**config.mk**
```make
export PLATFORM = sky130hd
export DESIGN_NAME = bcd_display_scan_flat
export DESIGN_NICKNAME = d
export VERILOG_FILES = /design/src/rtl/bcd_display_scan_pkg.sv /design/src/rtl/bcd_display_scan_if.sv /design/src/rtl/bcd_display_scan_bcd_to_7seg.sv /design/src/rtl/bcd_display_scan.sv /design/src/flat_wrapper.sv
export SDC_FILE = /design/constraint.sdc
export NUM_CORES = 1
export LEC_CHECK = 0
export ABC_AREA = 0
export BUFFER_PORTS_ARGS = -buffer_cell sky130_fd_sc_hd__buf_2
export CORE_UTILIZATION = 60
export DETAILED_ROUTE_END_ITERATION = 12
export PLACE_DENSITY = 0.82
export SYNTH_ARGS = -nofsm -noshare
export SYNTH_HDL_FRONTEND = slang
export SYNTH_HIERARCHICAL = 1
export SYNTH_SLANG_ARGS = --single-unit
export TNS_END_PERCENT = 5
```
**constraint.sdc**
```tcl
create_clock -name clk -period 5.25 [get_ports clk]
set_input_delay 1.3125 -clock clk [delete_from_list [all_inputs] [get_ports clk]]
set_output_delay 1.3125 -clock clk [all_outputs]
set_load 0.02 [all_outputs]
```
**src/rtl/bcd_display_scan_pkg.sv**
```systemverilog
// bcd_display_scan_pkg: shared 7-segment patterns (gfedcba, active-high) and display constants
package bcd_display_scan_pkg;
  localparam int NUM_DIGITS = 4;
  localparam logic [6:0] SEG_DIGIT [0:9] = '{
    7'b0111111, 7'b0000110, 7'b1011011, 7'b1001111, 7'b1100110,
    7'b1101101, 7'b1111101, 7'b0000111, 7'b1111111, 7'b1101111
  };
  localparam logic [6:0] SEG_DASH = 7'b1000000;
  localparam logic [6:0] SEG_OFF = 7'b0000000;
endpackage

```
**src/rtl/bcd_display_scan_if.sv**
```systemverilog
// bcd_display_scan_if: digit buses + hold from the counter side (master), seg/an/frame_tick from the display side (slave)
interface bcd_display_scan_if;
  import bcd_display_scan_pkg::*;
  logic [3:0] Qdata3, Qdata2, Qdata1, Qdata0;
  logic hold;
  logic [6:0] seg;
  logic [NUM_DIGITS-1:0] an;
  logic frame_tick;
  modport master(output Qdata3, Qdata2, Qdata1, Qdata0, hold, input seg, an, frame_tick);
  modport slave(input Qdata3, Qdata2, Qdata1, Qdata0, hold, output seg, an, frame_tick);
endinterface

```
**src/rtl/bcd_display_scan_bcd_to_7seg.sv**
```systemverilog
// bcd_to_7seg: 4-bit code in (bcd), active-high gfedcba out (seg), dash for codes 10..15
module bcd_to_7seg
  import bcd_display_scan_pkg::*;
(
  input  logic [3:0] bcd,
  output logic [6:0] seg
);
  always_comb seg = bcd > 4'd9 ? SEG_DASH : SEG_DIGIT[bcd];
endmodule

```
**src/rtl/bcd_display_scan.sv**
```systemverilog
// bcd_display_scan: multiplexed 4-digit 7-seg driver with frame snapshot and leading-zero blanking; ports clk, rst, bus (slave: Qdata3..0, hold in; seg, an, frame_tick out)
module bcd_display_scan
  import bcd_display_scan_pkg::*;
#(
  parameter int SCAN_DIV = 50000,
  parameter bit SEG_ACTIVE_LOW = 1'b1,
  parameter bit AN_ACTIVE_LOW = 1'b1,
  parameter bit BLANK_LZ = 1'b1
) (
  input logic clk,
  input logic rst,
  bcd_display_scan_if.slave bus
);
  localparam int PW = $clog2(SCAN_DIV);
  logic [PW-1:0] presc;
  logic [1:0] idx;
  logic [NUM_DIGITS-1:0][3:0] snap;
  logic load_pending, tick, load;
  logic [NUM_DIGITS-1:0] blank, an_n;
  logic [6:0] seg_hi, seg_n;
  bcd_to_7seg u_dec (.bcd(snap[idx]), .seg(seg_hi));
  always_comb begin
    tick = presc == PW'(SCAN_DIV - 1);
    load = load_pending || (tick && idx == 2'd3 && !bus.hold);
    blank[3] = BLANK_LZ && snap[3] == 4'd0;
    blank[2] = blank[3] && snap[2] == 4'd0;
    blank[1] = blank[2] && snap[1] == 4'd0;
    blank[0] = 1'b0;
    seg_n = blank[idx] ? SEG_OFF : seg_hi;
    an_n = blank[idx] ? '0 : NUM_DIGITS'(1) << idx;
  end
  always_ff @(posedge clk)
    if (rst) begin
      presc <= '0;
      idx <= 2'd0;
      snap <= '0;
      load_pending <= 1'b1;
      bus.seg <= {7{SEG_ACTIVE_LOW}};
      bus.an <= {NUM_DIGITS{AN_ACTIVE_LOW}};
      bus.frame_tick <= 1'b0;
    end else begin
      presc <= tick ? '0 : presc + 1'b1;
      if (tick) idx <= idx + 2'd1;
      if (load) snap <= {bus.Qdata3, bus.Qdata2, bus.Qdata1, bus.Qdata0};
      load_pending <= 1'b0;
      bus.seg <= seg_n ^ {7{SEG_ACTIVE_LOW}};
      bus.an <= an_n ^ {NUM_DIGITS{AN_ACTIVE_LOW}};
      bus.frame_tick <= load;
    end
endmodule

```
**src/flat_wrapper.sv**
```systemverilog
// flat-port wrapper written by rule: the top's interface ports become plain ports
module bcd_display_scan_flat import bcd_display_scan_pkg::*;
#(
  parameter int SCAN_DIV = 50000,
  parameter bit SEG_ACTIVE_LOW = 1'b1,
  parameter bit AN_ACTIVE_LOW = 1'b1,
  parameter bit BLANK_LZ = 1'b1
)
  (clk, rst, bus_Qdata3, bus_Qdata2, bus_Qdata1, bus_Qdata0, bus_hold, bus_seg, bus_an, bus_frame_tick);
  bcd_display_scan_if bus_i ();
  input logic clk;
  input logic rst;
  input wire logic [$bits(bus_i.Qdata3)-1:0] bus_Qdata3;
  input wire logic [$bits(bus_i.Qdata2)-1:0] bus_Qdata2;
  input wire logic [$bits(bus_i.Qdata1)-1:0] bus_Qdata1;
  input wire logic [$bits(bus_i.Qdata0)-1:0] bus_Qdata0;
  input wire logic [$bits(bus_i.hold)-1:0] bus_hold;
  output wire logic [$bits(bus_i.seg)-1:0] bus_seg;
  output wire logic [$bits(bus_i.an)-1:0] bus_an;
  output wire logic [$bits(bus_i.frame_tick)-1:0] bus_frame_tick;
  assign bus_i.Qdata3 = bus_Qdata3;
  assign bus_i.Qdata2 = bus_Qdata2;
  assign bus_i.Qdata1 = bus_Qdata1;
  assign bus_i.Qdata0 = bus_Qdata0;
  assign bus_i.hold = bus_hold;
  assign bus_seg = bus_i.seg;
  assign bus_an = bus_i.an;
  assign bus_frame_tick = bus_i.frame_tick;
  bcd_display_scan #(.SCAN_DIV(SCAN_DIV), .SEG_ACTIVE_LOW(SEG_ACTIVE_LOW), .AN_ACTIVE_LOW(AN_ACTIVE_LOW), .BLANK_LZ(BLANK_LZ)) u_core (.clk(clk), .rst(rst), .bus(bus_i));
endmodule
```
# Yosys cells after proc, flatten, opt, wreduce, memory -nomap -nowiden
# Memories as Yosys holds them, arrays and structs flattened.
# Cells that the tools add are included.
# totals
rom_bits,112
regBits,47
out_inout_bits,12
memories,1
word_cells,42
# classes
n_addsub,2
shift,1
bitwise,3
mux,10
n_lt_le_gt_ge,3
reduce_logical,10
eq_ne,2
# memory_table
name,depth,width,read_ports,rd_ports_with_merged_regs,wr,line_no,text
(no name shown),16,7,1,0,0,bcd_display_scan_bcd_to_7seg.sv:8,always_comb seg = bcd > 4'd9 ? SEG_DASH : SEG_DIGIT[bcd];
# ops
cell,count
7-bit two-way mux,4
"16-bit by 1-bit adder with 16-bit output, second input constant",1
"16-bit == test, second input constant",1
4-bit logical NOT,3
4-bit binary-select mux with 2-bit select,1
4-bit two-way mux,2
7-bit NOT,1
"5-bit >= comparator, second input constant",1
4-bit NOT with 5-bit output,1
"4-bit greater-than comparator, second input constant",1
1-bit logical AND,4
4-bit NOT,1
"1-bit by 2-bit << shifter with 4-bit output, first input constant",1
"2-bit by 3-bit less-than comparator with 1-bit output, second input constant",1
"2-bit by 1-bit adder with 2-bit output, second input constant",1
1-bit binary-select mux with 2-bit select,1
"2-bit == test, second input constant",1
1-bit two-way mux,2
2-bit OR reduction,1
1-bit logical NOT,1
1-bit logical OR,1

# Depth between registers and ports, before layout
# Gate-level depths: netlist of the first run.
# depth
depth_word,9
ltp_mapped,8

# Cells and area by module
# The synthesis of the first run kept the hierarchy.
# modules_own_cells
module,area_per_inst_um2,seq_area_each_um2,instances,cells_each
bcd_display_scan,2503.7,940.9,1,247
bcd_to_7seg,182.7,0.0,1,26

# Worst setup path after synthesis of the first run
# OpenSTA, ideal clock, no wires.
# synth_path
path_kind,input port to flip-flop
start,in rst
end,reg u_core/snap[8] (netlist bit)
arrival_time_ns,2.114
n_path_buf,2
stages,5
slack_ns,3.007
required_time_ns,5.122
path_cell_list,clkbuf_1 buf_2 nor4b_1 a31oi_1 o211ai_2
# synth_lines
element,line_no,text
start: declaration,flat_wrapper.sv:12,input logic rst;
end signal: assignment,bcd_display_scan.sv:44,"if (load) snap <= {bus.Qdata3, bus.Qdata2, bus.Qdata1, bus.Qdata0};"
end: declaration,bcd_display_scan.sv:17,logic [NUM_DIGITS-1:0][3:0] snap;

# Worst setup path after layout of the first run
# layout_path
start,in rst
end,reg u_core.presc[9]
# layout_via
elab_chain_len,1
# layout_lines
element,line_no,text
2-bit OR reduction (no line),--,
end signal: assignment,bcd_display_scan.sv:42,presc <= tick ? '0 : presc + 1'b1;
end: declaration,bcd_display_scan.sv:15,logic [PW-1:0] presc;
# Every way passes these cells.
# A chain may end at the register's enable or synchronous reset.

==> impl_metrics.ini, run 1 <==
[outcome]
status = finished clean

[timing]
fin_skew_ps = 7.67
finalCritPeriodShare_pct = 56.9
report.final.slew_viol_count = 0
timing.setup.tns_ps = 0
worst_pin_slew_ps = 1230
setup_violations = 0
fin_crit_ps = 2980
rsz0062_at_grt = false
fmax_mhz = 335
relSlewSlack_pct = 17.4
final_hold_viol_count = 0

[min_path]
worstHoldStart = u_core/presc[0]
hold_path.class = reg -> reg
hold_depth = 1

[synthesis]
synth_cells = 273
synthXorXnorAreaFrac_pct = 4.89
syn_area_per_cell_um2 = 9.84
synthMuxAreaShare_pct = 3.73
synth_compound_area_share_pct = 14.2
synth_warnings = 6
synth_seq_cells = 47
synth_top_family_by_area = simple AND/OR/NAND/NOR gates
synthDistinctLibCells = 43
synth_area_leaders = dfxtp_1, nand4b_2, o211ai_2
synth_top_cell_area_share_pct = 35.0
synth_top_cell_by_area = dfxtp_1
synthArstFlopShare_pct = 0
synth-main-ff-cell = dfxtp_1
synth-simple-area-share_pct = 31.8
netlist_area_mm2 = 0.00269
ys_seq_area_share_pct = 35.0
synth_edf_count = 0
synth_nets = 302
synth_fa_ha_area_share_pct = 4.66

[floorplanning]
core_mm2 = 0.00414
start_util_pct = 64.8
die-width_um = 68.9
io_pins = 31
die-area_mm2 = 0.00475
die_h_um = 68.9
num_rows = 23

[worst_setup_path]
cp-end-kind = register
r2r_cells = 5
required_ps = 5430
crit_path_start = rst
cp_slowest_stage_delay_ps = 640
crit_chain = buf_2, clkinv_1, buf_4, nand2_2, nor2_1
path_max_fanout = 31
path_class = in -> reg
r2r_start = u_core/idx[0]
slowest_stage = clkinv_1
setup.worst_path.start_class = input port
cp.arrival_ps = 3160
r2r_slack_ps = 2810

[clock_tree]
postCtsSetupBuffers = 0
h-tree-depth = 2
clockBufferDepth = 2
clock_latency_ps = 300
cts_root_buffer = clkbuf_8
clkSlewWorstSetupHoldPaths_ps = 90
cts.sinks = 47
cts_tree = yes
cts_hold_buffers = 0
cts_buffers = 5
cts_resized = 0

[routing]
viasPerCell = 6.26
wl_met3_um = 222
wl_met2_um = 2460
ant_nets = 0
wl_met1_um = 2550
routed_wl_um = 5260
drt-wirelength-per-cell_um = 15.5
dr.pass1.iters = 4
first_iter_violations = 147
vias = 2127
drc = 0
topRoutingLayerUsed = met4

[grt]
grt_max_degree = 50
overflow = 0
gr-usage-all-layers_pct = 24.7
grt_pass1_wl_um = 8630
grt_pass1_vias = 1842
antenna_found_initial = 0

[layout]
final_area_mm2 = 0.00292
multi_input_area_mm2 = 0.00159
syn_to_final_growth_pct = 8.62
regArea_um2 = 941
fin_cells = 340
n_antenna_cell = 0
drive_gt1_share_pct = 29.3
nFillCells = 325
nets = 318

[pwr]
cellLeakagePower_nw = 1.07
powerDensity_mw_per_mm2 = 272
p_total_mw = 0.793
p_sw_mw = 0.207
switching_share_pct = 26.1
power.internal_mw = 0.586
pwr-share-clk_pct = 35.7
pwr-share-comb_pct = 14.4
ir_drop_mv = 0.147
power_frac_seq_pct = 49.9

[placed_design]
dp_hpwl_um = 3370
placed_area_mm2 = 0.00280
gp_congestion = 0.809
dp.cells = 332
port_buffers = 30

[flow_run]
maxCapViolCount = 0
-- cells in the mapped netlist (2+ instances only) --
master     n
a31oi_1   16
a21oi_1    4
nor3b_1    2
inv_1      8
clkbuf_1  14
nor3_1     4
and3_1     2
nand2_1   17
buf_6      4
nand4b_2  14
xnor2_1   13
nor4b_1   16
nand3_1   21
o211ai_2  16
buf_2      3
nor4_1     7
nand4b_1   2
buf_1      2
dfxtp_1   47
nor2_2     2
mux4_2     4
xor2_1     2
nand4_1    5
nor2_1    20
ha_1      10
-- area by class of cell --
type,count,share of cell area [%]
clock buffers,6,2.83
multi-input cells,194,54.6
repair buffers,32,5.66
clock inverters,2,1.33
inverters,9,1.16
flip-flops and latches,47,32.2
well taps,50,2.14
-- power by group through the flow --
stage	Clock, mW	Sequential [mW]	Combinational [mW]
detailed placement	0	0.404	0.112
floorplan	0	0.409	0.0766
finish	0.283	0.396	0.114
global placement	0	0.403	0.110
global route	0.304	0.399	0.127
CTS	0.286	0.395	0.114
-- critical path, delay by kind of cell --
family	cells	cell delay, ps
buffers and inverters	3	1450
and+or+nand+nor	2	390
-- registers in the layout (all words and copies together) (netlist names) --
signal and cells:
u_core/bus.an 4, u_core/bus.frame_tick 1, u_core/bus.seg 7, u_core/idx 2, u_core/load_pending 1, u_core/presc 16
u_core/snap 16
-- cell families (layout without fill, tap and decap cells) --
group           Yosys count  after routing
fa+ha+maj                10             10
flops                    47             47
mux                       5              5
simple gates            121            121
buf+inv                  32             49
compound gates           43             43
xor+xnor                 15             15
-- worst paths after layout --
kind                           to
setup / recovery  u_core/presc[9]
hold / removal    u_core/presc[0]
setup reg to reg  u_core/snap[12]
hold reg to reg   u_core/presc[0]
-- per-layer routing --
metal / up-vias / track usage (%)
li1: 1043 / -
met1: 1032 / 33.4
met2: 50 / 39.8
met3: 2 / 4.93
met4: 0 / 6.89
met5: - / 0
-- stage by stage --
stage               utilization, %  worst slack (ps)  hold WS, ps
global route                  70.4              2140          530
floorplan                        -              3010          429
global placement              67.5              2030          443
finish                        70.4              2270          487
detailed placement            67.5              1980          462
CTS                           70.4              2290          488
-- placed cells by master (no fill, tap or decap), types with 5 or more instances in the layout --
cell type / count
buf_2: 30
nand4b_2: 14
clkbuf_8: 6
nand2_1: 17
nor4_1: 7
xnor2_1: 13
a31oi_1: 16
o211ai_2: 16
nand4_1: 5
inv_1: 8
nand3_1: 21
nor2_1: 20
ha_1: 10
nor4b_1: 16
dfxtp_1: 47
Power figures use the tool's default switching activity.
==> inputs of run 2 (changes only) <==
--- a/config.mk
+++ b/config.mk
@@ -7,9 +7,9 @@
 export LEC_CHECK = 0
 export ABC_AREA = 0
 export BUFFER_PORTS_ARGS = -buffer_cell sky130_fd_sc_hd__buf_2
-export CORE_UTILIZATION = 60
+export CORE_UTILIZATION = 58
 export DETAILED_ROUTE_END_ITERATION = 12
-export PLACE_DENSITY = 0.82
+export PLACE_DENSITY = 0.79
 export SYNTH_ARGS = -nofsm -noshare
 export SYNTH_HDL_FRONTEND = slang
 export SYNTH_HIERARCHICAL = 1
==> constraint.sdc (replaced) <==
create_clock -name clk -period 3 [get_ports clk]
set_input_delay 0.75 -clock clk [delete_from_list [all_inputs] [get_ports clk]]
set_output_delay 0.75 -clock clk [all_outputs]
set_load 0.02 [all_outputs]
==> impl_metrics.ini, run 2 (synthesis results as in run 1) <==
[placed_design]
dp_hpwl_um = 3530
port_buffers = 30
gp_congestion = 0.839

[floorplanning]
die_h_um = 70.1
start_util_pct = 60.9
core_mm2 = 0.00441
num_rows = 24
io_pins = 31
die-width_um = 70.1
die-area_mm2 = 0.00491

[worst_setup_path]
cp-end-kind = register
setup.worst_path.start_class = register
path_class = reg -> reg
path_max_fanout = 9
required_ps = 3180
cp.arrival_ps = 2400

[clock_tree]
clockBufferDepth = 2
cts_hold_buffers = 0
postCtsSetupBuffers = 0
cts_resized = 0
cts_root_buffer = clkbuf_8
clkSlewWorstSetupHoldPaths_ps = 90
cts_tree = yes
clock_latency_ps = 300
cts.sinks = 47
cts_buffers = 5
h-tree-depth = 2

[pwr]
powerDensity_mw_per_mm2 = 484
ir_drop_mv = 0.211
cellLeakagePower_nw = 1.10

[grt]
gr-usage-all-layers_pct = 21.4
grt_pass1_wl_um = 8660
grt_max_degree = 50
grt_pass1_vias = 1898
antenna_found_initial = 0
overflow = 0

[routing]
dr.pass1.iters = 4
vias = 2105
drt-wirelength-per-cell_um = 14.8
drc = 0
viasPerCell = 6.07
routed_wl_um = 5130
ant_nets = 0
first_iter_violations = 78

[timing]
rsz0062_at_grt = false
fin_skew_ps = 9.46
finalCritPeriodShare_pct = 74.1
timing.setup.tns_ps = 0
relSlewSlack_pct = 71.3
worst_pin_slew_ps = 431
report.final.slew_viol_count = 0
fin_crit_ps = 2220
setup_violations = 0
final_hold_viol_count = 0
fmax_mhz = 450

[outcome]
status = finished clean

[layout]
drive_gt1_share_pct = 30.2
final_common_cell = dfxtp_1
n_antenna_cell = 0
nets = 323
layout_common_cells = dfxtp_1, buf_2, nand3_1
fin_util_pct = 67.3
syn_to_final_growth_pct = 10.5
nFillCells = 361
top_regs = u_core/presc: 16 flops, u_core/snap: 16 flops, u_core/bus.seg: 7 flops

[flow_run]
maxCapViolCount = 0

[min_path]
hold_path.class = reg -> reg
run 2: cell count changes in the layout (fill, tap and decap cells not counted), sizes merged:
cell	before	now
bufinv	1	2
inv	9	8
buf	32	37
run 2: worst paths after layout:
check / start / end / slack [ps] / cells past startpoint
max: u_core/idx[0] / u_core/bus.seg[0] / 780 / 7
min: u_core/presc[0] / u_core/presc[0] / 480 / 1
max reg2reg: u_core/idx[0] / u_core/bus.seg[0] / 780 / 7
min reg2reg: u_core/presc[0] / u_core/presc[0] / 480 / 1
run 2: cell type report:
class | count | area, um^2 | share of cell area (%)
clock buffer | 6 | 72.6 | 2.44
clock inverter | 2 | 60.1 | 2.02
inverter | 9 | 33.8 | 1.14
multi-input combinational | 194 | 1590 | 53.7
sequential | 47 | 941 | 31.7
tap | 52 | 65.1 | 2.19
timing repair buffer | 37 | 203 | 6.83
run 2: worst max-delay path, cell delays in order (launching register included):
cell      delay, ps
dfxtp_1         580
mux4_2          600
inv_1           140
ha_1            240
o21bai_4         90
and2_4          170
a211oi_1        210
nand2_1          70
run 2: through the flow:
step,hold WS [ps],area [um^2],cells,setup WS (ps),total power [mW]
after floorplan,429,2690,273,865,0.849
after global placement,448,2840,339,896,0.900
after detailed placement,457,2840,339,826,0.905
after CTS,478,2970,347,787,1.45
after global routing,513,2970,347,635,1.49
final,478,2970,347,777,1.44
run 2: per-layer routing:
metal / GRT usage [%] / routed length (um) / up-vias
met5: 0 / 0 / -
met4: 7.33 / 47 / 0
met3: 3.75 / 222 / 7
met2: 32.5 / 2310 / 58
met1: 30.7 / 2550 / 979
li1: - / - / 1061
run 2: power by group:
part,internal (mW),switching [mW]
Sequential,0.661,0.0302
Clock,0.333,0.210
Combinational,0.0914,0.109
Total,1.09,0.350
